[src/rtl/mem_port_arbiter_if.sv]
// mem_port_arbiter_if
//   Bundles the two requester ports (core C, loader L), the basicMemory-side
//   signals and the status outputs of mem_port_arbiter.
//   slave  : the arbiter's view (requests and mem_dout in, acks/data/memory controls out)
//   master : the environment's view (requesters plus memory), directions reversed
interface mem_port_arbiter_if #(
   parameter int ADDR_W = 8,
   parameter int DATA_W = 32
);
   logic              c_req;
   logic              c_we;
   logic [ADDR_W-1:0] c_addr;
   logic [DATA_W-1:0] c_wdata;
   logic              c_ack;
   logic              c_rvalid;
   logic [DATA_W-1:0] c_rdata;

   logic              l_req;
   logic              l_we;
   logic [ADDR_W-1:0] l_addr;
   logic [DATA_W-1:0] l_wdata;
   logic              l_lock;
   logic              l_ack;
   logic              l_rvalid;
   logic [DATA_W-1:0] l_rdata;

   logic              mem_ce;
   logic              mem_wre;
   logic [ADDR_W-1:0] mem_ad;
   logic [DATA_W-1:0] mem_din;
   logic [DATA_W-1:0] mem_dout;

   logic              busy;
   logic              owner;

   modport slave (
      input  c_req, c_we, c_addr, c_wdata,
      input  l_req, l_we, l_addr, l_wdata, l_lock,
      input  mem_dout,
      output c_ack, c_rvalid, c_rdata,
      output l_ack, l_rvalid, l_rdata,
      output mem_ce, mem_wre, mem_ad, mem_din,
      output busy, owner
   );

   modport master (
      output c_req, c_we, c_addr, c_wdata,
      output l_req, l_we, l_addr, l_wdata, l_lock,
      output mem_dout,
      input  c_ack, c_rvalid, c_rdata,
      input  l_ack, l_rvalid, l_rdata,
      input  mem_ce, mem_wre, mem_ad, mem_din,
      input  busy, owner
   );
endinterface

[src/rtl/mem_port_arbiter.sv]
// mem_port_arbiter
//   Shares a single-port synchronous-read memory between the multicycle core
//   (port C) and the debug/program loader (port L). One command at a time,
//   fixed IDLE -> ISSUE -> CAPTURE -> IDLE sequence. Round-robin between the
//   ports; the loader may lock the memory for bursts, bounded by LOCK_MAX
//   consecutive locked grants while the core is waiting.
// Ports
//   clk, rst : clock and synchronous active-high reset
//   bus      : mem_port_arbiter_if.slave
//              c_*/l_* requester handshakes (ack combinational in IDLE,
//              rvalid one-cycle pulse, rdata held), l_lock burst request,
//              mem_ce/mem_wre/mem_ad/mem_din/mem_dout memory side,
//              busy (not IDLE), owner (0 = C, 1 = L, current/last transaction)
module mem_port_arbiter #(
   parameter int ADDR_W   = 8,
   parameter int DATA_W   = 32,
   parameter int LOCK_MAX = 16
) (
   input logic               clk,
   input logic               rst,
   mem_port_arbiter_if.slave bus
);
   localparam int CNT_W = $clog2(LOCK_MAX + 1);

   typedef enum logic [1:0] {
      IDLE    = 2'd0,
      ISSUE   = 2'd1,
      CAPTURE = 2'd2
   } state_t;

   state_t            state_r;
   state_t            next_state_s;
   logic              we_r;
   logic [ADDR_W-1:0] addr_r;
   logic [DATA_W-1:0] wdata_r;
   logic              owner_r;
   logic              lock_r;
   logic [CNT_W-1:0]  lock_cnt_r;
   logic              c_rvalid_r;
   logic              l_rvalid_r;
   logic [DATA_W-1:0] c_rdata_r;
   logic [DATA_W-1:0] l_rdata_r;
   logic              lock_active_s;
   logic              grant_c_s;
   logic              grant_l_s;

   // Lock holds only while L owned the last transaction, accepted it locked,
   // and still asserts l_lock now.
   assign lock_active_s = owner_r & lock_r & bus.l_lock;

   // Next-state and grant decision.
   always_comb begin
      next_state_s = state_r;
      grant_c_s    = 1'b0;
      grant_l_s    = 1'b0;
      case (state_r)
         IDLE: begin
            if (bus.c_req && bus.l_req) begin
               if (lock_active_s) begin
                  // Starvation guard: after LOCK_MAX locked grants the core gets one turn.
                  if (lock_cnt_r == CNT_W'(LOCK_MAX)) begin
                     grant_c_s = 1'b1;
                  end else begin
                     grant_l_s = 1'b1;
                  end
               end else if (owner_r) begin
                  grant_c_s = 1'b1;
               end else begin
                  grant_l_s = 1'b1;
               end
            end else if (bus.c_req) begin
               grant_c_s = 1'b1;
            end else if (bus.l_req) begin
               grant_l_s = 1'b1;
            end else begin
               grant_c_s = 1'b0;
               grant_l_s = 1'b0;
            end
            if (grant_c_s || grant_l_s) begin
               next_state_s = ISSUE;
            end else begin
               next_state_s = IDLE;
            end
         end
         ISSUE:   next_state_s = CAPTURE;
         CAPTURE: next_state_s = IDLE;
         default: next_state_s = IDLE;
      endcase
   end

   // State register.
   always_ff @(posedge clk) begin
      if (rst) begin
         state_r <= IDLE;
      end else begin
         state_r <= next_state_s;
      end
   end

   // Command latch, ownership and lock bookkeeping at acceptance.
   always_ff @(posedge clk) begin
      if (rst) begin
         we_r       <= 1'b0;
         addr_r     <= '0;
         wdata_r    <= '0;
         owner_r    <= 1'b1;
         lock_r     <= 1'b0;
         lock_cnt_r <= '0;
      end else if (grant_c_s) begin
         we_r       <= bus.c_we;
         addr_r     <= bus.c_addr;
         wdata_r    <= bus.c_wdata;
         owner_r    <= 1'b0;
         lock_r     <= 1'b0;
         lock_cnt_r <= '0;
      end else if (grant_l_s) begin
         we_r    <= bus.l_we;
         addr_r  <= bus.l_addr;
         wdata_r <= bus.l_wdata;
         owner_r <= 1'b1;
         lock_r  <= bus.l_lock;
         // Only locked grants taken while the core waits count toward the limit;
         // the count cannot pass LOCK_MAX because the core wins that tie.
         if (!bus.l_lock) begin
            lock_cnt_r <= '0;
         end else if (bus.c_req) begin
            lock_cnt_r <= lock_cnt_r + CNT_W'(1);
         end
      end
   end

   // Completion pulse and read-data capture at the end of CAPTURE.
   always_ff @(posedge clk) begin
      if (rst) begin
         c_rvalid_r <= 1'b0;
         l_rvalid_r <= 1'b0;
         c_rdata_r  <= '0;
         l_rdata_r  <= '0;
      end else begin
         c_rvalid_r <= (state_r == CAPTURE) && !owner_r;
         l_rvalid_r <= (state_r == CAPTURE) && owner_r;
         if ((state_r == CAPTURE) && !we_r) begin
            if (owner_r) begin
               l_rdata_r <= bus.mem_dout;
            end else begin
               c_rdata_r <= bus.mem_dout;
            end
         end
      end
   end

   assign bus.c_ack    = grant_c_s;
   assign bus.l_ack    = grant_l_s;
   assign bus.c_rvalid = c_rvalid_r;
   assign bus.l_rvalid = l_rvalid_r;
   assign bus.c_rdata  = c_rdata_r;
   assign bus.l_rdata  = l_rdata_r;
   assign bus.mem_ce   = (state_r == ISSUE);
   assign bus.mem_wre  = (state_r == ISSUE) && we_r;
   assign bus.mem_ad   = addr_r;
   assign bus.mem_din  = wdata_r;
   assign bus.busy     = (state_r != IDLE);
   assign bus.owner    = owner_r;
endmodule

[src/flat_wrapper.sv]
// flat-port wrapper written by rule: the top's interface ports become plain ports
module mem_port_arbiter_flat 
#(
   parameter int ADDR_W   = 8,
   parameter int DATA_W   = 32,
   parameter int LOCK_MAX = 16
)
  (clk, rst, bus_c_req, bus_c_we, bus_c_addr, bus_c_wdata, bus_l_req, bus_l_we, bus_l_addr, bus_l_wdata, bus_l_lock, bus_mem_dout, bus_c_ack, bus_c_rvalid, bus_c_rdata, bus_l_ack, bus_l_rvalid, bus_l_rdata, bus_mem_ce, bus_mem_wre, bus_mem_ad, bus_mem_din, bus_busy, bus_owner);
  mem_port_arbiter_if #(.ADDR_W(ADDR_W), .DATA_W(DATA_W)) bus_i ();
  input logic clk;
  input logic rst;
  input wire logic [$bits(bus_i.c_req)-1:0] bus_c_req;
  input wire logic [$bits(bus_i.c_we)-1:0] bus_c_we;
  input wire logic [$bits(bus_i.c_addr)-1:0] bus_c_addr;
  input wire logic [$bits(bus_i.c_wdata)-1:0] bus_c_wdata;
  input wire logic [$bits(bus_i.l_req)-1:0] bus_l_req;
  input wire logic [$bits(bus_i.l_we)-1:0] bus_l_we;
  input wire logic [$bits(bus_i.l_addr)-1:0] bus_l_addr;
  input wire logic [$bits(bus_i.l_wdata)-1:0] bus_l_wdata;
  input wire logic [$bits(bus_i.l_lock)-1:0] bus_l_lock;
  input wire logic [$bits(bus_i.mem_dout)-1:0] bus_mem_dout;
  output wire logic [$bits(bus_i.c_ack)-1:0] bus_c_ack;
  output wire logic [$bits(bus_i.c_rvalid)-1:0] bus_c_rvalid;
  output wire logic [$bits(bus_i.c_rdata)-1:0] bus_c_rdata;
  output wire logic [$bits(bus_i.l_ack)-1:0] bus_l_ack;
  output wire logic [$bits(bus_i.l_rvalid)-1:0] bus_l_rvalid;
  output wire logic [$bits(bus_i.l_rdata)-1:0] bus_l_rdata;
  output wire logic [$bits(bus_i.mem_ce)-1:0] bus_mem_ce;
  output wire logic [$bits(bus_i.mem_wre)-1:0] bus_mem_wre;
  output wire logic [$bits(bus_i.mem_ad)-1:0] bus_mem_ad;
  output wire logic [$bits(bus_i.mem_din)-1:0] bus_mem_din;
  output wire logic [$bits(bus_i.busy)-1:0] bus_busy;
  output wire logic [$bits(bus_i.owner)-1:0] bus_owner;
  assign bus_i.c_req = bus_c_req;
  assign bus_i.c_we = bus_c_we;
  assign bus_i.c_addr = bus_c_addr;
  assign bus_i.c_wdata = bus_c_wdata;
  assign bus_i.l_req = bus_l_req;
  assign bus_i.l_we = bus_l_we;
  assign bus_i.l_addr = bus_l_addr;
  assign bus_i.l_wdata = bus_l_wdata;
  assign bus_i.l_lock = bus_l_lock;
  assign bus_i.mem_dout = bus_mem_dout;
  assign bus_c_ack = bus_i.c_ack;
  assign bus_c_rvalid = bus_i.c_rvalid;
  assign bus_c_rdata = bus_i.c_rdata;
  assign bus_l_ack = bus_i.l_ack;
  assign bus_l_rvalid = bus_i.l_rvalid;
  assign bus_l_rdata = bus_i.l_rdata;
  assign bus_mem_ce = bus_i.mem_ce;
  assign bus_mem_wre = bus_i.mem_wre;
  assign bus_mem_ad = bus_i.mem_ad;
  assign bus_mem_din = bus_i.mem_din;
  assign bus_busy = bus_i.busy;
  assign bus_owner = bus_i.owner;
  mem_port_arbiter #(.ADDR_W(ADDR_W), .DATA_W(DATA_W), .LOCK_MAX(LOCK_MAX)) u_core (.clk(clk), .rst(rst), .bus(bus_i));
endmodule
[config.mk]
export PLATFORM = sky130hd
export DESIGN_NAME = mem_port_arbiter_flat
export DESIGN_NICKNAME = d
export VERILOG_FILES = /design/src/rtl/mem_port_arbiter_if.sv /design/src/rtl/mem_port_arbiter.sv /design/src/flat_wrapper.sv
export SDC_FILE = /design/constraint.sdc
export NUM_CORES = 1
export LEC_CHECK = 0
export ABC_AREA = 1
export CAP_MARGIN = 20
export CORE_MARGIN = 10
export CORE_UTILIZATION = 42
export CTS_CLUSTER_SIZE = 16
export DETAILED_ROUTE_END_ITERATION = 6
export PLACE_DENSITY_LB_ADDON = 0.12
export SYNTH_ARGS = -nofsm -noshare
export SYNTH_HDL_FRONTEND = slang
export SYNTH_SLANG_ARGS = --single-unit
[constraint.sdc]
create_clock -name clk -period 2.21 [get_ports clk]
set_clock_uncertainty 0.1 [all_clocks]
set_input_delay 0.442 -clock clk [delete_from_list [all_inputs] [get_ports clk]]
set_output_delay 0.442 -clock clk [all_outputs]
set_load 0.1 [all_outputs]
Word-level counts from Yosys, hierarchy flattened:

Cells that the tools add are included.

* $add $sub $neg: 1
* equal/unequal tests: 4
* mux-type cells: 27
* bitwise logic cells: 3
* reductions and logical operators: 15

Operator list (count)
* $mux 32: 2
* $mux 1: 20
* $mux 8: 2
* $mux 5: 2
* $reduce_and 2->1: 3
* $add 5x1->5 const B: 1
* $eq 5x5->1 const B: 1
* $logic_and 1x1->1: 5
* $pmux 2 s2: 1
* $reduce_bool 2->1: 2
* $and 1x1->1: 2
* $eq 2x1->1 const B: 1
* $eq 2x2->1 const B: 1
* $logic_not 1->1: 2
* $logic_not 2->1: 1
* $ne 2x2->1 const B: 1
* $reduce_or 2->1: 1
* $logic_or 1x1->1: 1
* $not 1->1: 1

* bits in registers: 116
* bits of input ports: 119
* output and inout port bits: 112
* word-level logic and storage cells: 61

Logic depth before layout (Yosys ltp):

* word-level depth: 8
* depth in mapped cells: 14
* gate-level depth less buffers: 13

Least setup slack after synthesis:

OpenSTA, ideal clock, no wires.

* kind: register to output
* start: reg u_core.state_r[0]
* end: out bus_mem_wre
* arrival: 2.476 ns
* data required time: 1.668 ns
* path slack: -0.808 ns
* cell stages (with the launch flop): 3
* buffers on the path: 0
* cells stage by stage: dfxtp_1 -> inv_2 -> nor3_1

* word-level cells in the longest chain between the ends: 2

Ends and longest elaborated chain
* from (decl): line mem_port_arbiter.sv:31 `state_t state_r;`
* from (signal assigned): line mem_port_arbiter.sv:96 `state_r <= next_state_s;`
* $eq 2x1->1: line mem_port_arbiter.sv:159 `assign bus.mem_wre = (state_r == ISSUE) && we_r;`
* $logic_and 1x1->1: line mem_port_arbiter.sv:159
* to (decl): line flat_wrapper.sv:29 `output wire logic [$bits(bus_i.mem_wre)-1:0] bus_mem_wre;`

No other way between the ends.

Worst setup path after layout:

* start: reg u_core.lock_cnt_r[0]
* end: out bus_c_ack

* word-level cells in the longest chain between the ends: 6

Ends and longest elaborated chain
* from (decl): line mem_port_arbiter.sv:38 `logic [CNT_W-1:0] lock_cnt_r;`
* from (signal assigned): line mem_port_arbiter.sv:127 `lock_cnt_r <= lock_cnt_r + CNT_W'(1);`
* $eq 5x5->1: line mem_port_arbiter.sv:61 `if (lock_cnt_r == CNT_W'(LOCK_MAX)) begin`
* $mux 1: line mem_port_arbiter.sv:61
* $mux 1: line mem_port_arbiter.sv:59 `if (lock_active_s) begin`
* $mux 1: line mem_port_arbiter.sv:58 `if (bus.c_req && bus.l_req) begin`
* $mux 1 (2 in series): line mem_port_arbiter.sv:56 `case (state_r)`
* to (decl): line flat_wrapper.sv:22 `output wire logic [$bits(bus_i.c_ack)-1:0] bus_c_ack;`

No other way between the ends. The select of a mux whose other input is x is not followed.

==> out/results.tsv <==
stage	metric	value	unit
placement	PortBufs	230	
logic_synthesis	Synth Register Bits	116	
floorplan	Starting Density	42.46	%
clock_tree	CTS H-tree depth	4	
cells_and_area	# fillers	1032	
clock_tree	CTS Buf Count	17	
routing	via count	5445	
grt	initial antenna violation count	0	
logic_synthesis	Gate Count Post-Synth	731	
sta	Tmin final	2.187	ns
grt	first-pass GRT wire length	26420	um
logic_synthesis	Yosys warning total	0	
worst_setup_path	Critical-path top delay cell	dfxtp_2	
floorplan	Ports	231	
sta	final setup fails	0	
routing	ANT nets after route	0	
status	status	complete, no violations	
logic_synthesis	sequential area share after synthesis	45.92	%
cells_and_area	fraction of layout cells with a size suffix above 1	21.19	%
sta	Slew Limit Fails	0	
routing	Starting DRT DRC Count	331	
placement	Placed Cells	1085	
worst_setup_path	Worst Path Arrival	1.65	ns
clock_tree	clock transition at the registers of the reported paths	0.06	ns
sta	slew margin rel.	30.85	%
pwr	Pwr Density	895.5	nW/um^2
logic_synthesis	Synth area leader	dfxtp_1	
min_path	worst min-delay path category	flop to flop	
worst_setup_path	largest stage delay on the critical path	0.34	ns
pwr	Max IR drop VDD	0.5314	mV
worst_setup_path	Crit path top cell by count	nand2_4	
worst_setup_path	Worst EP required	1.67	ns
grt	vias in the first global route	5285	
worst_setup_path	Worst setup EP type	output port	
worst_setup_path	Crit Path Category	flop to output port	
logic_synthesis	largest cells by area after synthesis	dfxtp_1, nor2_1, nand3_1, nand2_1, o21ai_0	
grt	gr ovfl total	0	
worst_setup_path	CP Cell Sequence	inv_2 > ha_4 > nand2_2 > inv_2 > nand2_2 > nand2_4 > nand2_4 > nand2_4 > nand2_4 > clkinvlp_4 > buf_12	
logic_synthesis	Avg Cell Area, Syn	6.918	sq um
cells_and_area	Syn-to-layout area delta	57.22	%
routing	DRC violations left	0	
grt	gr usage total	19.48	%
floorplan	die area	16830	sq um
pwr	LEAKAGE	3.964	nW
cells_and_area	Layout Nets	1086	
placement	RePlAce Congestion	0.8190	
clock_tree	CTS Root Cell	clkbuf_16	
pwr	Total Power	7.120	mW
clock_tree	clock sink count	116	
logic_synthesis	post-synth cell types	26	
logic_synthesis	post-synth net total	852	
routing	DR vias/cell	4.844	
clock_tree	Worst-Skew Late Latency	0.41	ns
floorplan	Die Y	129.7	um
floorplan	DIE WIDTH	129.7	um
routing	Routed WL	17480	um
flow_run	max_cap viols	0	
floorplan	total core area	11910	sq um
logic_synthesis	top cell type's share of synthesized area	45.92	%
grt	largest net degree at the start of global routing	53	
clock_tree	hold buffers post-CTS	0	
clock_tree	Clock Path Buffers	2	
routing	DR WL/cell	15.55	um
sta	Slew @ Worst Pin	1.036	ns
logic_synthesis	synthesized area	5057	sq um
worst_setup_path	crit path launch type	flop	
floorplan	row cnt	40	
sta	RSZ-0062 raised after global routing	true	
sta	period utilization	98.97	%
placement	post-DP HPWL	12810	um
sta	final hold vios	0	
clock_tree	TritonCTS clock tree	built	
worst_setup_path	crit-path max FO	2	
sta	Max Clk Rate	0.4572	GHz
cells_and_area	ant diodes	0	
routing	Pre-Repair DR Iteration Count	5	
cells_and_area	Final Instance Count excl. Fillers	1124	
==> worst max-delay path, delay by kind of cell, from the launching register on <==
family	cells	cell delay (ns)
simple gates	6	0.40
flops	1	0.34
buf+inv	4	0.34
fa+ha+maj	1	0.15
==> repair_timing <==
item | CTS | global route
setup buffers | 3 | 5
setup endpoints to repair | 2 | 2
gates resized for setup | 8 | 6
pin swaps | 3 | 4
==> report_power, final <==
part / leakage [nW] / switching, mW / internal [mW] / total (mW)
clock: 0.250 / 1.03 / 1.55 / 2.57
combinational: 2.77 / 1.59 / 0.637 / 2.22
sequential: 0.949 / 0.0836 / 2.24 / 2.32
==> state kept, by name, indices dropped and copies added, names as in the netlist <==
register,cells
u_core.we_r,1
u_core.bus.mem_din,32
u_core.state_r,2
u_core.bus.owner,1
u_core.bus.l_rvalid,1
u_core.bus.c_rdata,32
u_core.bus.mem_ad,8
u_core.lock_cnt_r,5
u_core.lock_r,1
u_core.bus.c_rvalid,1
u_core.bus.l_rdata,32
==> cell usage in the layout, fill, tap and decap left out, types with 3 or more instances in the layout <==
| cell | n |
|---|---|
| a21oi_1 | 3 |
| buf_12 | 10 |
| buf_4 | 132 |
| clkbuf_16 | 17 |
| clkdlybuf4s50_1 | 118 |
| clkinv_4 | 5 |
| clkinvlp_4 | 9 |
| dfxtp_1 | 113 |
| dfxtp_2 | 3 |
| inv_1 | 56 |
| inv_2 | 8 |
| nand2_1 | 101 |
| nand2_2 | 3 |
| nand2_4 | 6 |
| nand3_1 | 85 |
| nand4_1 | 8 |
| nor2_1 | 218 |
| nor2_2 | 3 |
| nor2_4 | 3 |
| o21ai_0 | 55 |
| o21ai_1 | 10 |
==> layer usage <==
metal / GRT usage [%] / vias up / routed length (um)
li1: - / 2751 / -
met1: 20.99 / 2453 / 6987
met2: 32.50 / 216 / 8126
met3: 9.047 / 25 / 1966
met4: 7.937 / 0 / 401
met5: 0 / - / 0
==> logic make-up after synthesis <==
family,synth area share (%)
DFF,45.92
adders and majority gates,0.4947
buffers and inverters,10.69
AOI/OAI and AO/OA,6.878
and+or+nand+nor,36.02
==> stage by stage <==
stage / util, % / hold WS [ns] / setup slack (ns) / setup TNS (ns) / area [sq um]
6_report: 66.75 / 0.3667 / 0.02276 / 0 / 7951
4_1_cts: 66.23 / 0.3654 / -0.02731 / -0.02731 / 7889
5_1_grt: 66.75 / 0.4093 / -0.04608 / -0.08673 / 7951
2_1_floorplan: - / 0.3456 / 0.05416 / 0 / 5074
3_5_place_dp: 61.17 / 0.3564 / 0.04103 / 0 / 7286
3_3_place_gp: 61.17 / 0.3560 / 0.03094 / 0 / 7286
==> final cells by class <==
type | count | area [sq um] | share of cell area, %
clock buffer | 17 | 425.4 | 5.350
clock inverter | 14 | 135.1 | 1.699
inverter | 67 | 264.0 | 3.320
multi-input combinational | 503 | 2245 | 28.23
sequential | 116 | 2326 | 29.25
tap | 147 | 183.9 | 2.313
timing repair buffer | 260 | 2372 | 29.83
==> final timing paths <==
kind,slack [ns],start,end,cells past startpoint
max,0.02,u_core.lock_cnt_r[0]$_SDFFE_PP0P_,bus_c_ack,11
min,0.37,u_core.lock_r$_SDFFE_PP0P_,u_core.lock_r$_SDFFE_PP0P_,2
max reg2reg,0.22,u_core.lock_cnt_r[0]$_SDFFE_PP0P_,u_core.bus.mem_din[28]$_SDFFE_PP0P_,15
min reg2reg,0.37,u_core.lock_r$_SDFFE_PP0P_,u_core.lock_r$_SDFFE_PP0P_,2
==> synth_stat cells (all sizes together) <==
library cell / n
a21oi: 3
buf: 37
clkbuf: 8
dfxtp: 116
ha: 2
inv: 67
nand2: 110
nand3: 86
nand4: 8
nor2: 224
nor3: 2
o211ai: 1
o21ai: 65
or2: 2
Note: power is estimated with default switching activity, not from simulation.
